===== src/rtl/dac_osc_pkg.sv =====
// ---------------------------------------------------------------------------
// dac_osc_pkg
// Shared types and constants for the oscillator DAC sequencer:
//   mode_e   - waveform selection held in CTRL[1:0]
//   state_e  - sequencer FSM states
//   ADDR_*   - host register addresses
//   CTRL_*   - CTRL bit positions
//   LFSR_*   - dither LFSR seed and Galois tap mask (x^8+x^6+x^5+x^4+1)
// ---------------------------------------------------------------------------
package dac_osc_pkg;

  typedef enum logic [1:0] {
    MODE_DC  = 2'd0,
    MODE_SAW = 2'd1,
    MODE_TRI = 2'd2,
    MODE_SQR = 2'd3
  } mode_e;

  typedef enum logic [1:0] {
    ST_IDLE  = 2'd0,
    ST_PRIME = 2'd1,
    ST_RUN   = 2'd2,
    ST_DRAIN = 2'd3
  } state_e;

  localparam logic [1:0] ADDR_CTRL  = 2'd0;
  localparam logic [1:0] ADDR_STEP  = 2'd1;
  localparam logic [1:0] ADDR_DIV   = 2'd2;
  localparam logic [1:0] ADDR_LEVEL = 2'd3;

  localparam int CTRL_MODE_LSB = 0;
  localparam int CTRL_MODE_MSB = 1;
  localparam int CTRL_RUN_BIT  = 2;

  localparam logic [7:0] LFSR_SEED = 8'hB8;
  // Right-shifting Galois form: bits 7,5,4,3 correspond to taps 8,6,5,4.
  localparam logic [7:0] LFSR_TAPS = 8'hB8;

  function automatic logic [7:0] lfsr_step(input logic [7:0] s);
    return (s >> 1) ^ (s[0] ? LFSR_TAPS : 8'h00);
  endfunction

endpackage


===== src/rtl/dac_osc_cfg_sync.sv =====
// ---------------------------------------------------------------------------
// dac_osc_cfg_sync
// Brings the asynchronous host write strobe into the clk domain and holds the
// four configuration registers.
//   clk, rst_n         clock, asynchronous active-low reset
//   cfg_wr             asynchronous write strobe (rising edge commits)
//   cfg_addr, cfg_data register address and data (stable across the sync)
//   ctrl_mode_reg      CTRL[1:0] waveform mode
//   ctrl_run_reg       CTRL[2] run request
//   step_reg           accumulator increment
//   div_reg            prescaler terminal count
//   level_reg          DC / square amplitude
// A register is written on the third clk edge after cfg_wr rises: two edges
// through the synchronizer, one for the edge detect to be registered into
// the register file. CTRL[7:3] are not stored.
// ---------------------------------------------------------------------------
module dac_osc_cfg_sync
  import dac_osc_pkg::*;
#(
  parameter int DIV_W = 8
) (
  input  logic             clk,
  input  logic             rst_n,
  input  logic             cfg_wr,
  input  logic [1:0]       cfg_addr,
  input  logic [7:0]       cfg_data,
  output mode_e            ctrl_mode_reg,
  output logic             ctrl_run_reg,
  output logic [7:0]       step_reg,
  output logic [DIV_W-1:0] div_reg,
  output logic [7:0]       level_reg
);

  logic wr_meta_reg;
  logic wr_sync_reg;
  logic wr_prev_reg;
  logic wr_edge;

  always_ff @(posedge clk or negedge rst_n) begin
    if (!rst_n) begin
      wr_meta_reg <= 1'b0;
      wr_sync_reg <= 1'b0;
      wr_prev_reg <= 1'b0;
    end else begin
      wr_meta_reg <= cfg_wr;
      wr_sync_reg <= wr_meta_reg;
      wr_prev_reg <= wr_sync_reg;
    end
  end

  // A strobe held high yields exactly one write.
  assign wr_edge = wr_sync_reg & ~wr_prev_reg;

  always_ff @(posedge clk or negedge rst_n) begin
    if (!rst_n) begin
      ctrl_mode_reg <= MODE_DC;
      ctrl_run_reg  <= 1'b0;
      step_reg      <= 8'h00;
      div_reg       <= '0;
      level_reg     <= 8'h00;
    end else if (wr_edge) begin
      case (cfg_addr)
        ADDR_CTRL: begin
          ctrl_mode_reg <= mode_e'(cfg_data[CTRL_MODE_MSB:CTRL_MODE_LSB]);
          ctrl_run_reg  <= cfg_data[CTRL_RUN_BIT];
        end
        ADDR_STEP:  step_reg  <= cfg_data;
        ADDR_DIV:   div_reg   <= DIV_W'(cfg_data);
        default:    level_reg <= cfg_data;
      endcase
    end
  end

endmodule


===== src/rtl/dac_osc_sequencer.sv =====
// ---------------------------------------------------------------------------
// dac_osc_sequencer
// Sequences the 8-bit resistor-ladder DAC: a prescaled phase accumulator
// produces DC, sawtooth, triangle or square codes; on stop the code ramps
// down to zero before the sequencer goes idle.
//   clk, rst_n   clock, asynchronous active-low reset
//   ena          global enable; low freezes the whole generator
//   cfg_wr       asynchronous host write strobe
//   cfg_addr     register address (CTRL, STEP, DIV, LEVEL)
//   cfg_data     register write data
//   dac_code     ladder drive code (registered)
//   dac_upd      one-cycle pulse whenever dac_code changes
//   sync_out     one-cycle pulse on accumulator wrap
//   busy         high whenever the FSM is not idle
// Optional build macro: DAC_OSC_DITHER_EN adds a 1-LSB LFSR dither to the
// sawtooth and triangle codes.
// ---------------------------------------------------------------------------
module dac_osc_sequencer
  import dac_osc_pkg::*;
#(
  parameter int ACC_W = 16,
  parameter int DIV_W = 8
) (
  input  logic       clk,
  input  logic       rst_n,
  input  logic       ena,
  input  logic       cfg_wr,
  input  logic [1:0] cfg_addr,
  input  logic [7:0] cfg_data,
  output logic [7:0] dac_code,
  output logic       dac_upd,
  output logic       sync_out,
  output logic       busy
);

  mode_e            mode;
  logic             run;
  logic [7:0]       step;
  logic [DIV_W-1:0] div;
  logic [7:0]       level;

  dac_osc_cfg_sync #(.DIV_W(DIV_W)) u_cfg (
    .clk          (clk),
    .rst_n        (rst_n),
    .cfg_wr       (cfg_wr),
    .cfg_addr     (cfg_addr),
    .cfg_data     (cfg_data),
    .ctrl_mode_reg(mode),
    .ctrl_run_reg (run),
    .step_reg     (step),
    .div_reg      (div),
    .level_reg    (level)
  );

  state_e           state_reg, state_next;
  logic [ACC_W-1:0] acc_reg, acc_next;
  logic [DIV_W-1:0] presc_reg, presc_next;
  logic [7:0]       code_reg, code_next;
  logic             upd_reg, sync_reg, sync_next;

  logic             tick;
  logic [ACC_W:0]   acc_sum;
  logic [7:0]       phase;
  logic [7:0]       tri_raw;
  logic             acc_msb;
  logic [7:0]       wave_code;
  logic [7:0]       gen_code;
  logic [7:0]       drain_dec;
  logic [7:0]       drain_code;

  // '>=' rather than '==' so that lowering DIV below the current count
  // ticks immediately instead of wrapping the whole prescaler range.
  assign tick = ena && (state_reg == ST_RUN || state_reg == ST_DRAIN) &&
                (presc_reg >= div);

  assign acc_sum = {1'b0, acc_reg} + {{(ACC_W-7){1'b0}}, step};
  assign phase   = acc_reg[ACC_W-1 -: 8];
  assign tri_raw = acc_reg[ACC_W-2 -: 8];
  assign acc_msb = acc_reg[ACC_W-1];

  always_comb begin
    wave_code = 8'h00;
    case (mode)
      MODE_DC:  wave_code = level;
      MODE_SAW: wave_code = phase;
      MODE_TRI: wave_code = acc_msb ? ~tri_raw : tri_raw;
      default:  wave_code = acc_msb ? level : 8'h00;
    endcase
  end

`ifdef DAC_OSC_DITHER_EN
  logic [7:0] lfsr_reg;

  always_ff @(posedge clk or negedge rst_n) begin
    if (!rst_n) begin
      lfsr_reg <= LFSR_SEED;
    end else if (tick) begin
      lfsr_reg <= lfsr_step(lfsr_reg);
    end
  end

  always_comb begin
    gen_code = wave_code;
    if ((mode == MODE_SAW || mode == MODE_TRI) && lfsr_reg[0] &&
        wave_code != 8'hFF) begin
      gen_code = wave_code + 8'd1;
    end
  end
`else
  assign gen_code = wave_code;
`endif

  // A zero STEP would stall the ramp-down forever, so drain by at least 1.
  assign drain_dec  = (step == 8'h00) ? 8'd1 : step;
  assign drain_code = (code_reg <= drain_dec) ? 8'h00 : code_reg - drain_dec;

  always_comb begin
    state_next = state_reg;
    acc_next   = acc_reg;
    presc_next = presc_reg;
    code_next  = code_reg;
    sync_next  = 1'b0;
    if (ena) begin
      case (state_reg)
        ST_IDLE: begin
          code_next = 8'h00;
          if (run) state_next = ST_PRIME;
        end
        ST_PRIME: begin
          acc_next   = '0;
          presc_next = '0;
          state_next = ST_RUN;
        end
        ST_RUN: begin
          presc_next = tick ? '0 : presc_reg + 1'b1;
          if (tick) begin
            acc_next  = acc_sum[ACC_W-1:0];
            sync_next = acc_sum[ACC_W];
          end
          // Code follows the accumulator register one cycle later.
          code_next = gen_code;
          if (!run) state_next = ST_DRAIN;
        end
        default: begin
          presc_next = tick ? '0 : presc_reg + 1'b1;
          if (code_reg == 8'h00) begin
            state_next = ST_IDLE;
          end else if (tick) begin
            code_next = drain_code;
          end
        end
      endcase
    end
  end

  always_ff @(posedge clk or negedge rst_n) begin
    if (!rst_n) begin
      state_reg <= ST_IDLE;
      acc_reg   <= '0;
      presc_reg <= '0;
      code_reg  <= 8'h00;
      upd_reg   <= 1'b0;
      sync_reg  <= 1'b0;
    end else begin
      state_reg <= state_next;
      acc_reg   <= acc_next;
      presc_reg <= presc_next;
      code_reg  <= code_next;
      upd_reg   <= (code_next != code_reg);
      sync_reg  <= sync_next;
    end
  end

  assign dac_code = code_reg;
  assign dac_upd  = upd_reg;
  assign sync_out = sync_reg;
  assign busy     = (state_reg != ST_IDLE);

endmodule


===== config.mk =====
export PLATFORM = sky130hd
export DESIGN_NAME = dac_osc_sequencer
export DESIGN_NICKNAME = d
export VERILOG_FILES = /design/src/rtl/dac_osc_pkg.sv /design/src/rtl/dac_osc_cfg_sync.sv /design/src/rtl/dac_osc_sequencer.sv
export SDC_FILE = /design/constraint.sdc
export NUM_CORES = 1
export LEC_CHECK = 0
export ABC_AREA = 1
export CAP_MARGIN = 20
export CORE_AREA = 4 4 79 110
export DETAILED_ROUTE_END_ITERATION = 8
export DIE_AREA = 0 0 83 114
export PLACE_DENSITY = 0.78
export SLEW_MARGIN = 20
export SYNTH_ARGS = -nofsm -noshare
export SYNTH_HDL_FRONTEND = slang
export SYNTH_SLANG_ARGS = --single-unit

===== constraint.sdc =====
create_clock -name clk -period 4.5 [get_ports clk]
set_input_delay 0.45 -clock clk [delete_from_list [all_inputs] [get_ports clk]]
set_output_delay 0.45 -clock clk [all_outputs]
set_load 0.02 [all_outputs]

==> results of run 1 <==
## worst max-delay path, delay by kind of cell (launching register included)
kind	cells	cell delay, ns
flops	1	0.45
simple gates	16	1.51
fa+ha+maj	2	0.50
buf+inv	1	0.06
compound gates	1	0.21
## through the flow
step / power, mW / util / cell area (sq um) / hold slack, ns / setup slack, ns
after floorplan: 2.10 / - / 4520 / 0.154 / 1.87
after global placement: 2.47 / 0.627 / 4830 / 0.343 / 1.69
after detailed placement: 2.52 / 0.627 / 4830 / 0.341 / 1.64
after CTS: 3.02 / 0.652 / 5020 / 0.163 / 1.62
after global routing: 3.29 / 0.652 / 5020 / 0.211 / 1.34
final: 3.02 / 0.652 / 5020 / 0.144 / 1.63
## path summary, 6_finish.rpt
path / start / end / slack (ns) / cells after the start
min in group clk: u_cfg.wr_meta_reg / u_cfg.wr_sync_reg / 0.36 / 0
hold / removal: rst_n / dac_code[7] / 0.14 / 1
setup reg to reg: u_cfg.step_reg[1] / dac_upd / 1.63 / 20
setup / recovery: u_cfg.step_reg[1] / dac_upd / 1.63 / 20
hold reg to reg: u_cfg.wr_meta_reg / u_cfg.wr_sync_reg / 0.36 / 0
max in group asynchronous: rst_n / presc_reg[0] / 3.42 / 2
## cell type report
class / count / area [sq um]
Clock buffer: 9 / 124
Clock inverter: 7 / 70.1
Fill cell: 710 / 2680
Inverter: 101 / 379
Multi-Input combinational cell: 455 / 2430
Sequential cell: 66 / 1650
Tap cell: 100 / 125
Timing Repair Buffer: 25 / 243
## report_power, final
group          switching, mW  leakage [nW]  internal [mW]
Clock                  0.237        0.0990          0.254
Combinational           1.02          1.65          0.597
Sequential             0.172         0.842          0.742
Total                   1.43          2.59           1.59
## per-layer routing
metal  track usage  wire, microns  share of wire
met4         0.152            506          0.044
met5             0              0              0
met1         0.278           4480           0.39
met2         0.452           5880           0.52
met3        0.0368            515          0.045
## synth_stat cells (4+ instances only)
cell type	n	area share
nand2_1	188	0.16
inv_1	93	0.077
dfrtp_1	66	0.37
o21ai_0	51	0.056
nand3_1	41	0.045
a21oi_1	35	0.039
nor2_1	32	0.027
ha_1	31	0.086
nor3_1	9	0.010
xor2_1	9	0.017
o22ai_1	8	0.011
inv_2	7	0.0058
nand4_1	6	0.0083
buf_2	5	0.0055
clkbuf_1	5	0.0042
nand2_2	5	0.0069
a22oi_1	4	0.0066
nand3_2	4	0.0089
xnor2_1	4	0.0078
## cell families after synthesis
| family | count (synthesis) | share of synthesized area |
|---|---|---|
| fa+ha+maj | 33 | 0.0947 |
| compound gates | 112 | 0.137 |
| xor+xnor | 13 | 0.0252 |
| simple gates | 297 | 0.280 |
| flops | 66 | 0.366 |
| buf+inv | 112 | 0.0969 |
==> results.json, run 1 <==
{
  "cp_slowest_cell": "dfrtp_1",
  "slowest_delay_ns": 0.45,
  "ys.flop_type": "dfrtp_1",
  "cts_htree_levels": 3,
  "final-instance-count-excl-fill": 763,
  "grt_max_degree": 37,
  "status": "finished, final reports clean",
  "synth_cell_types": 38,
  "final_antenna_net_count": 0,
  "netlist_area_sq_um": 4520,
  "worst_slew_pin_slew_ns": 0.722,
  "postCtsSetupBuffers": 0,
  "cap_violations": 0,
  "ys_seq_elements": 66,
  "p_leak_nw": 2.59,
  "max_freq_mhz": 349,
  "synth-async-reset-ratio": 1.00,
  "mostFrequentLayoutCells": "nand2_1 (188), inv_1 (93), dfrtp_1 (66), o21ai_0 (51), nand3_1 (41)",
  "cts_resized": 0,
  "hp-class": "input port to async pin",
  "num_antenna_cells": 0,
  "grtUsageTotal": 0.251,
  "detailed_place_hpwl_mm": 8.84,
  "cts_made_buffers": 9,
  "initialDrtViolationCount": 266,
  "skew_ns": 0.00691,
  "antenna_found_initial": 0,
  "powerDensity_nw_per_um2": 602,
  "avgSynthCellArea_sq_um": 7.14,
  "required_ns": 4.75,
  "vias": 4268,
  "worst_path_most_repeated_cell": "nand2_1",
  "io_buffers": 24,
  "initial_core_util": 0.587,
  "numClockSinks": 66,
  "gp_congestion": 0.924,
  "rsz0062_at_grt": "false",
  "end_kind": "flip-flop",
  "grt_pass1_wl_mm": 18.9,
  "die_y_microns": 114,
  "finalSetupViolations": 0,
  "synth_fp_nets": 680,
  "dr.pass1.iters": 5,
  "fin_crit_sh": 0.637,
  "drc_errors": 0,
  "final_nets": 705,
  "fp.dieW_microns": 83,
  "cts_tree": "yes",
  "layout_commonest_cell": "nand2_1",
  "cts-root-buf": "clkbuf_8",
  "routed_wl_mm": 11.4,
  "syn_inst": 633,
  "clk_latency_ns": 0.36,
  "drive_gt1_frac": 0.0603,
  "via_per_inst": 5.59,
  "coreArea_sq_um": 7700,
  "peakVddDrop_uv": 292,
  "grt.overflow.total": 0,
  "clkTransAtPathRegs_ns": 0.07,
  "placedCellCount": 747,
  "ys_seq_area_frac": 0.366,
  "tns_ns": 0,
  "grt_pass1_vias": 4109,
  "layout_min_cycle_time_ns": 2.87,
  "slew_headroom": 0.519,
  "num_rows": 38,
  "arrival_ns": 3.12,
  "largest_reg_flops": 16,
  "clock_path_buffers": 2,
  "area_growth_pct": 11.1,
  "synth_edf_count": 0,
  "crit_fanout": 6,
  "critPathKind": "flip-flop to flip-flop",
  "cp_cell_sequence": "nor4_1 -> a41o_1 -> ha_1 -> inv_1 -> fa_1 -> nand2_1 -> nand2_1 -> nand3_1 -> nand2_2 -> and2_4 -> nand3_2 -> nand2_1 -> nand2_1 -> nand2_1 -> nand2_1 -> nand2_1 -> nand2_1 -> nand2_1 -> nor2_1 -> nand2_1",
  "report.final.slew_viol_count": 0,
  "start_kind": "flip-flop",
  "io_pins": 25,
  "post_drt_wl_per_cell_microns": 14.9,
  "yosys_warnings": 0,
  "ctsHoldBuffers": 0,
  "die_area_sq_um": 9460,
  "hold_viol": 0
}
Note: power is estimated with default switching activity, not from simulation.
==> inputs of run 2 (changes only) <==
==> constraint.sdc (replaced) <==
create_clock -name clk -period 2.9 [get_ports clk]
set_input_delay 0.29 -clock clk [delete_from_list [all_inputs] [get_ports clk]]
set_output_delay 0.29 -clock clk [all_outputs]
set_load 0.02 [all_outputs]
==> results.json, run 2 (synthesized netlist as in run 1, its figures left out) <==
{
  "required_ns": 3.14,
  "layout_setup_ws_ns": 0.289,
  "via_per_inst": 5.53,
  "fp.dieW_microns": 83,
  "fin_crit_sh": 0.900,
  "pwr-share-clk": 0.150,
  "io_pins": 25,
  "critPathKind": "flip-flop to flip-flop",
  "cp_cell_sequence": "nor4_2 -> a41o_1 -> ha_1 -> inv_1 -> fa_2 -> nand2_1 -> nand2_2 -> nand3_2 -> nand2_2 -> and2_4 -> nand3_2 -> nand2_1 -> nand2_1 -> nand2_1 -> nand3_1 -> nand2_1 -> inv_1 -> nand2_1 -> nor2_1 -> nand2_1",
  "ctsHoldBuffers": 0,
  "status": "finished, final reports clean",
  "clk_latency_ns": 0.35,
  "numClockSinks": 66,
  "place_ws_ns": 0.166,
  "worst_path_most_repeated_cell": "nand2_1",
  "final_antenna_net_count": 0,
  "grt_pass1_vias": 4206,
  "cts_tree": "yes",
  "dr.pass1.iters": 5,
  "layout_min_cycle_time_ns": 2.61,
  "gp_congestion": 0.978,
  "drc_errors": 0,
  "detailed_place_hpwl_mm": 8.93,
  "slew_headroom": 0.449,
  "final_nets": 714,
  "cts_made_buffers": 9,
  "cts_htree_levels": 3,
  "p_sw_frac": 0.480,
  "hold_viol": 0,
  "antenna_found_initial": 0,
  "cts-root-buf": "clkbuf_8",
  "mostFrequentLayoutCells": "nand2_1 (186), inv_1 (93), dfrtp_1 (66), o21ai_0 (51), nand3_1 (40)",
  "drive_gt1_frac": 0.0804,
  "die_y_microns": 114,
  "regArea_sq_um": 1650,
  "rsz0062_at_grt": "false",
  "post_drt_wl_per_cell_microns": 15.0,
  "seqPwrFrac": 0.298,
  "skew_ns": 0.00820,
  "die_area_sq_um": 9460,
  "powerDensity_nw_per_um2": 931,
  "cp_slowest_cell": "dfrtp_1",
  "peakVddDrop_uv": 485,
  "slowest_delay_ns": 0.39,
  "cp_num_buf_inv": 2,
  "grt.overflow.total": 0,
  "n_fill_cell": 730,
  "worst_slew_pin_slew_ns": 0.827,
  "coreArea_sq_um": 7700,
  "start_kind": "flip-flop",
  "arrival_ns": 2.85,
  "area_growth_pct": 12.7,
  "grtUsageTotal": 0.259,
  "initialDrtViolationCount": 250,
  "io_buffers": 24,
  "path_delay_family": "simple AND/OR/NAND/NOR gates",
  "initial_core_util": 0.587,
  "routed_wl_mm": 11.6,
  "end_kind": "flip-flop",
  "layout_commonest_cell": "nand2_1",
  "report.final.slew_viol_count": 0,
  "intPower_mw": 2.46,
  "hp-class": "input port to async pin",
  "p_leak_nw": 2.62,
  "largest_reg_flops": 16,
  "num_antenna_cells": 0,
  "crit_fanout": 6,
  "clkTransAtPathRegs_ns": 0.08,
  "vias": 4266,
  "tns_ns": 0,
  "clock_path_buffers": 2,
  "p_sw_mw": 2.27,
  "grt_pass1_wl_mm": 19.3,
  "num_rows": 38,
  "finalSetupViolations": 0,
  "cap_violations": 0,
  "multi_input_area_sq_um": 2450,
  "max_freq_mhz": 383,
  "grt_max_degree": 36,
  "p_comb_frac": 0.552
}
## run 2: cell count changes in the layout (fill, tap and decap cells not counted), sizes merged
cell / delta
bufinv: -1
clkinvlp: +2
clkinv: -3
clkbuf: +1
buf: +9
inv: +1
## run 2: area by class of cell
type                            instances  area share
Timing Repair Buffer                   34      0.0609
Inverter                              101      0.0744
Sequential cell                        66       0.324
Clock inverter                          6     0.00811
Tap cell                              100      0.0246
Clock buffer                           10      0.0270
Multi-Input combinational cell        455       0.481
## run 2: final timing paths
path,slack (ns),endpoint,from,depth (start not counted)
min in group clk,0.36,u_cfg.wr_sync_reg,u_cfg.wr_meta_reg,0
min,0.03,acc_reg[1],rst_n,1
max,0.29,dac_upd,u_cfg.step_reg[3],20
min reg2reg,0.36,u_cfg.wr_sync_reg,u_cfg.wr_meta_reg,0
max reg2reg,0.29,dac_upd,u_cfg.step_reg[3],20
max in group asynchronous,2.11,acc_reg[10],rst_n,2
## run 2: power by group through the flow
stage / registers, mW / clock network, mW / logic [mW]
2_1_floorplan: 1.41 / 0 / 1.85
3_3_place_gp: 1.41 / 0 / 2.49
3_5_place_dp: 1.42 / 0 / 2.56
4_1_cts: 1.41 / 0.722 / 2.57
5_1_grt: 1.44 / 0.772 / 2.96
6_report: 1.41 / 0.709 / 2.62
## run 2: stage by stage
| step | cell area [sq um] | utilization | power [mW] | hold slack, ns | std cells |
|---|---|---|---|---|---|
| 3_5_place_dp | 4880 | 0.634 | 3.98 | 0.339 | 754 |
| 3_3_place_gp | 4880 | 0.634 | 3.90 | 0.341 | 754 |
| 5_1_grt | 5090 | 0.661 | 5.17 | 0.0848 | 772 |
| 6_report | 5090 | 0.661 | 4.74 | 0.0253 | 772 |
| 2_1_floorplan | 4520 | - | 3.25 | -0.00559 | 633 |
| 4_1_cts | 5060 | 0.657 | 4.70 | 0.0449 | 770 |
## run 2: repair_timing
| item | 4_1_cts | 5_1_grt |
|---|---|---|
| resized for setup | 0 | 5 |
| endpoints found under the setup margin | 0 | 1 |
| setup buffers | 0 | 2 |
## run 2: routing by layer
layer  GRT usage  vias to the layer above  part of all wire
met5           0                        -                 0
met4       0.132                        0             0.041
met3      0.0405                       37             0.031
met2       0.475                       92              0.52
met1       0.288                     2024              0.41
li1            -                     2113                 -
==> patch 1 (config.mk and constraints of run 1) <==
Put one more register stage on the output `dac_code`, with the module's reset. The value now appears one clock later. The other outputs are not delayed to match. Comments in the files are not updated.
--- a/src/rtl/dac_osc_sequencer.sv
+++ b/src/rtl/dac_osc_sequencer.sv
@@ -171,7 +171,13 @@
     end
   end
 
-  assign dac_code = code_reg;
+  always_ff @(posedge clk or negedge rst_n) begin
+    if (!rst_n) begin
+      dac_code <= '0;
+    end else begin
+      dac_code <= code_reg;
+    end
+  end
   assign dac_upd  = upd_reg;
   assign sync_out = sync_reg;
   assign busy     = (state_reg != ST_IDLE);
Check against the original RTL: not equivalent (Yosys sat finds a counterexample within 10 cycles, from zero or initial values and one cycle with rst_n low).
==> patch 1 against run 1 <==
  * Wire length increased by 1.9%
  * Sequential power increased by 15%
  * Worst setup slack improved by 0.075 ns
  * Largest power group unchanged
  * Highest routed layer unchanged
  * Design area rose by 5.8%
  * Maximum frequency grew 2.7%
  * Sequential cell count grew 8
  * Die area stayed put
  * Synthesized area is 5.7% higher
  * Power increased by 8.9%
==> patch 1: results (changes against run 1) <==
----------------------------------------------------
[Finish]
  Clk cell area share ... 4.29% (+0.42 points)
  Non-clk bufs ... 24 (-4.0%)
  # diodes ... 0 (unchanged)
  Total Nets Final ... 725 (+2.8%)
  Area used by multi-input combinational logic ... 2460 µm² (+1.2%)
  Non-clock buffer area fraction after layout ... 4.47% (-0.36 points)
  Count of inverters other than clock inverters in the layout ... 110 (+8.9%)
  Finished Core Util ... 69.0% (+3.8 points)
  Clock buffer cells ... 10 (+1)

[GRT]
  GR Layer Usage met3 ... 3.40% (-0.29 points)
  Overall fraction of global-route tracks in use ... 26.7% (+1.6 points)
  Vias in the first global route ... 4312 (+4.9%)
  Global Route met1 Usage ... 31.0% (+3.2 points)
  Pin count of the biggest net entering global routing ... 75 (+100%)
  Number of antenna violations at the first check in global routing ... 0 (unchanged)
  Global-route wire length before repair ... 20300 µm (+7.7%)
  Global routing usage on met2 ... 47.7% (+2.5 points)

[Worst setup path]
  Depth of the worst register-to-register path ... 19 (-5.0%)
  Arrival @ worst endpoint ... 3.04 ns (-0.08 ns)

[Logic synthesis]
  Proportion of synthesized chip area in sequential cells ... 38.8% (+2.2 points)
  Asr flop ratio synth ... 100% (unchanged)
  Synth cell count leaders ... 190 x sky130_fd_sc_hd__nand2_1, 105 x sky130_fd_sc_hd__inv_1, 74 x sky130_fd_sc_hd__dfrtp_1
  Mean area per synthesized cell ... 7.30 µm² (+2.3%)
  Distinct cells, synth ... 39 (+2.6%)
  Cell types occupying the most area after synthesis ... sky130_fd_sc_hd__dfrtp_1 39%, sky130_fd_sc_hd__nand2_1 15%, sky130_fd_sc_hd__inv_1 8.3%, sky130_fd_sc_hd__ha_1 8.1%, sky130_fd_sc_hd__o21ai_0 5.9%
  Syn_nets ... 701 (+3.1%)

[STA]
  Pin slew with the least headroom to its limit ... 0.924 ns (+0.203 ns)
  Post-route clock skew ... 0.00753 ns (+0.000621 ns)

[Clock network]
  Clock-pin slew of the registers on the worst-case setup and hold paths ... approximately 0.080 ns
  Number of sinks handled by clock tree synthesis ... 74 (+12%)

[Placement]
  Post-place instance area ... 5080 µm² (+5.3%)
  Final Wtd Congestion ... 0.920 (-0.36%)
  Dpl hpwl ... 9030 µm (+2.2%)

[Detailed routing]
  First-pass iteration count of the detailed router ... 5 (unchanged)
  Mean number of vias per cell ... 5.56 (-0.64%)
  Detailed Route Iter0 Violations ... 282 (+6.0%)
  Final WL ... 11600 µm (+1.9%)

[Power and ir drop]
  Peak VDD IR ... 0.000339 V (+16%)
  Lkg Pwr ... 2.74 nW (+6.1%)

[Run status]
  Status ... completed

----------------------------------------------------
-- patch 1: report_power, final --
part	internal [mW]	total (mW)	switching, mW
registers	0.855	1.05	0.192
clock network	0.328	0.583	0.255
logic	0.607	1.66	1.06
total	1.79	3.29	1.50
-- patch 1: through the flow --
step / power [mW] / cells / setup WS [ns] / hold WS [ns]
6_report: 3.29 / 783 / 1.71 / 0.205
3_5_place_dp: 2.71 / 767 / 1.77 / 0.345
3_3_place_gp: 2.66 / 767 / 1.80 / 0.338
5_1_grt: 3.61 / 783 / 1.39 / 0.289
4_1_cts: 3.30 / 783 / 1.74 / 0.261
2_1_floorplan: 2.23 / 654 / 2.05 / 0.154
-- patch 1: path summary, 6_finish.rpt --
| path | endpoint | slack, ns | start |
|---|---|---|---|
| max in group asynchronous | dac_code[2] | 3.67 | rst_n |
| min in group clk | u_cfg.wr_sync_reg | 0.36 | u_cfg.wr_meta_reg |
| hold reg to reg | u_cfg.wr_sync_reg | 0.36 | u_cfg.wr_meta_reg |
| setup / recovery | dac_upd | 1.71 | u_cfg.step_reg[1] |
| hold / removal | dac_code[1] | 0.20 | rst_n |
| setup reg to reg | dac_upd | 1.71 | u_cfg.step_reg[1] |
-- patch 1: per-layer routing --
metal,wire (µm),vias to the layer above
met4,619,0
met2,5870,128
met3,431,45
met5,0,-
li1,-,2149
met1,4680,2030
-- patch 1: cell families (layout without fill, tap and decap cells) --
logic type / count (synthesis) / after routing / share of synthesized area (%)
compound gates: 114 / 114 / 13.5
xor+xnor: 12 / 12 / 2.20
fa+ha+maj: 33 / 33 / 8.96
buf+inv: 121 / 150 / 9.75
flops: 74 / 74 / 38.8
simple gates: 300 / 300 / 26.8
==> patch 2 (settings of run 1) <==
Made on the original files. Add a define of `DAC_OSC_DITHER_EN`.
--- a/src/rtl/dac_osc_sequencer.sv
+++ b/src/rtl/dac_osc_sequencer.sv
@@ -15,6 +15,8 @@
 // Optional build macro: DAC_OSC_DITHER_EN adds a 1-LSB LFSR dither to the
 // sawtooth and triangle codes.
 // ---------------------------------------------------------------------------
+`define DAC_OSC_DITHER_EN
+
 module dac_osc_sequencer
   import dac_osc_pkg::*;
 #(
Function: changed (a bounded check fails within 10 cycles, from zero or initial values and one cycle with rst_n low).
==> patch 2 against run 1 <==
  * Non-clock buffer count down 1
  * Worst setup slack worse by 0.13 ns
  * Largest cell class unchanged
  * Final cell count up 14%
  * Synthesized area up 19%
  * Highest routed layer unchanged
  * Sequential cell count up 8
  * Maximum frequency down 4.4%
  * Wire length up 14%
  * Power up 11%
  * Design area up 16%
==> patch 2: results (changes against run 1) <==
----------------------------------------------------
[Clock network]
  H-tree depth reported by CTS ... 3 (unchanged)
  Post-cts repair resize count ... 0 (unchanged)
  Skew-Pair Late Insertion Delay ... 0.36 ns (about the same)
  Number of clock buffers inserted by TritonCTS ... 9 (unchanged)
  # Post-CTS Setup Buffers ... 0 (unchanged)
  Clock-pin slew of the registers on the worst-case setup and hold paths ... 0.09 ns (+0.02 ns)
  Root buffer cell ... sky130_fd_sc_hd__clkbuf_8
  Max Buffers Root-to-Sink ... 2 (unchanged)

[Run status]
  Status ... completed

[Worst setup path]
  Arrival @ worst endpoint ... 3.26 ns (+0.14 ns)
  Max incr delay on CP ... 0.47 ns (+0.02 ns)
  Maximum fanout along the worst path ... 5 (-1)
  Family with the most delay on the worst path ... simple AND/OR/NAND/NOR gates
  Cell with the largest stage delay on the worst path ... sky130_fd_sc_hd__dfrtp_1

[STA]
  Headroom to the max-slew limit ... 37.5% (-14 points)
  Post-route clock skew ... 0.00933 ns (+0.00242 ns)
  Final count of hold timing violations ... 0 (unchanged)

[GRT]
  Global Route met1 Usage ... 33.4% (+5.6 points)
  Number of antenna violations at the first check in global routing ... 0 (unchanged)
  Pin count of the biggest net entering global routing ... 75 (+100%)
  Vias in the first global route ... 4695 (+14%)
  Overall fraction of global-route tracks in use ... 28.7% (+3.6 points)
  Global routing usage on met2 ... 52.8% (+7.6 points)
  GR Layer Usage met3 ... 3.83% (+0.14 points)
  Global-route wire length before repair ... 21900 µm (+16%)

[Finish]
  Flip-flop count of the largest register after layout ... 16 (unchanged)
  Share of cells above drive strength 1 ... 8.58% (+2.5 points)
  Total Nets Final ... 816 (+16%)
  # diodes ... 0 (unchanged)

[Detailed routing]
  Detailed Route Iter0 Violations ... 427 (+61%)
  Via count ... 4976 (+17%)
  Detailed-route wire length per cell ... 15.0 µm (+0.40%)
  First-pass iteration count of the detailed router ... 8 (+3)

[Logic synthesis]
  Syn_nets ... 801 (+18%)
  Synth cell count leaders ... 215 x sky130_fd_sc_hd__nand2_1, 92 x sky130_fd_sc_hd__inv_1, 70 x sky130_fd_sc_hd__dfrtp_1, 70 x sky130_fd_sc_hd__nand3_1, 56 x sky130_fd_sc_hd__o21ai_0
  Ys Warns ... 0 (unchanged)
  Distinct cells, synth ... 43 (+13%)
  Asr flop ratio synth ... 100% (unchanged)
  Primary flip-flop cell chosen by synthesis mapping ... sky130_fd_sc_hd__dfrtp_1
  Proportion of synthesized chip area in sequential cells ... 34.6% (-2.0 points)
  Cell types occupying the most area after synthesis ... sky130_fd_sc_hd__dfrtp_1 33%, sky130_fd_sc_hd__nand2_1 15%, sky130_fd_sc_hd__ha_1 8.4%, sky130_fd_sc_hd__nand3_1 6.5%, sky130_fd_sc_hd__inv_1 6.4%

[Placement]
  Final Wtd Congestion ... 0.964 (+4.4%)
  Quantity of I/O buffers inserted on ports ... 24 (unchanged)
  Dpl hpwl ... 9940 µm (+12%)

[Hold path]
  Classification of the worst-slack hold path ... in -> async

[Power and ir drop]
  Lkg Pwr ... 2.98 nW (+15%)
  Peak VDD IR ... 0.000435 V (+49%)

----------------------------------------------------
[patch 2: worst paths after layout]
| check | startpoint | endpoint | slack [ns] | cells after the start |
|---|---|---|---|---|
| setup / recovery | u_cfg.step_reg[1] | dac_upd | 1.50 | 19 |
| hold / removal | rst_n | u_cfg.level_reg[2] | 0.23 | 1 |
| setup reg to reg | u_cfg.step_reg[1] | dac_upd | 1.50 | 19 |
| hold reg to reg | u_cfg.wr_meta_reg | u_cfg.wr_sync_reg | 0.37 | 0 |
| max in group asynchronous | rst_n | presc_reg[1] | 3.68 | 1 |
| min in group clk | u_cfg.wr_meta_reg | u_cfg.wr_sync_reg | 0.37 | 0 |
[patch 2: cell type report]
cell class	instances	area [µm²]
repair buffers	24	238
well taps	100	125
flip-flops and latches	74	1860
fillers	643	1890
clock buffers	9	124
clock inverters	7	75.1
multi-input cells	548	2990
inverters	107	412
[patch 2: report_power, final]
group,switching [mW],total [mW],leakage (nW),internal (mW)
Combinational,1.10,1.76,1.94,0.653
Clock,0.276,0.537,0.104,0.261
Sequential,0.225,1.07,0.943,0.849
[patch 2: routing by layer]
layer | up-vias | routed length, µm
met5 | - | 0
met4 | 0 | 354
met3 | 30 | 489
met2 | 148 | 6840
met1 | 2337 | 5340
li1 | 2461 | -
[patch 2: logic make-up (layout without fill, tap and decap cells)]
kind of cell	Yosys count	after routing	share of synthesized area, %
XOR/XNOR	20	20	3.26
buffers and inverters	127	147	9.77
AND/OR/NAND/NOR	369	369	30.6
adder cells (fa/ha/maj)	38	38	9.14
flip-flops	74	74	34.6
AO/OA/AOI/OAI	121	121	12.6
[patch 2: per-stage QoR]
step	instances	instance area, µm²	setup WS, ns
after floorplan	749	5370	1.95
after global placement	853	5620	1.47
after detailed placement	853	5620	1.35
after CTS	869	5820	1.52
after global routing	869	5820	1.21
final	869	5820	1.50
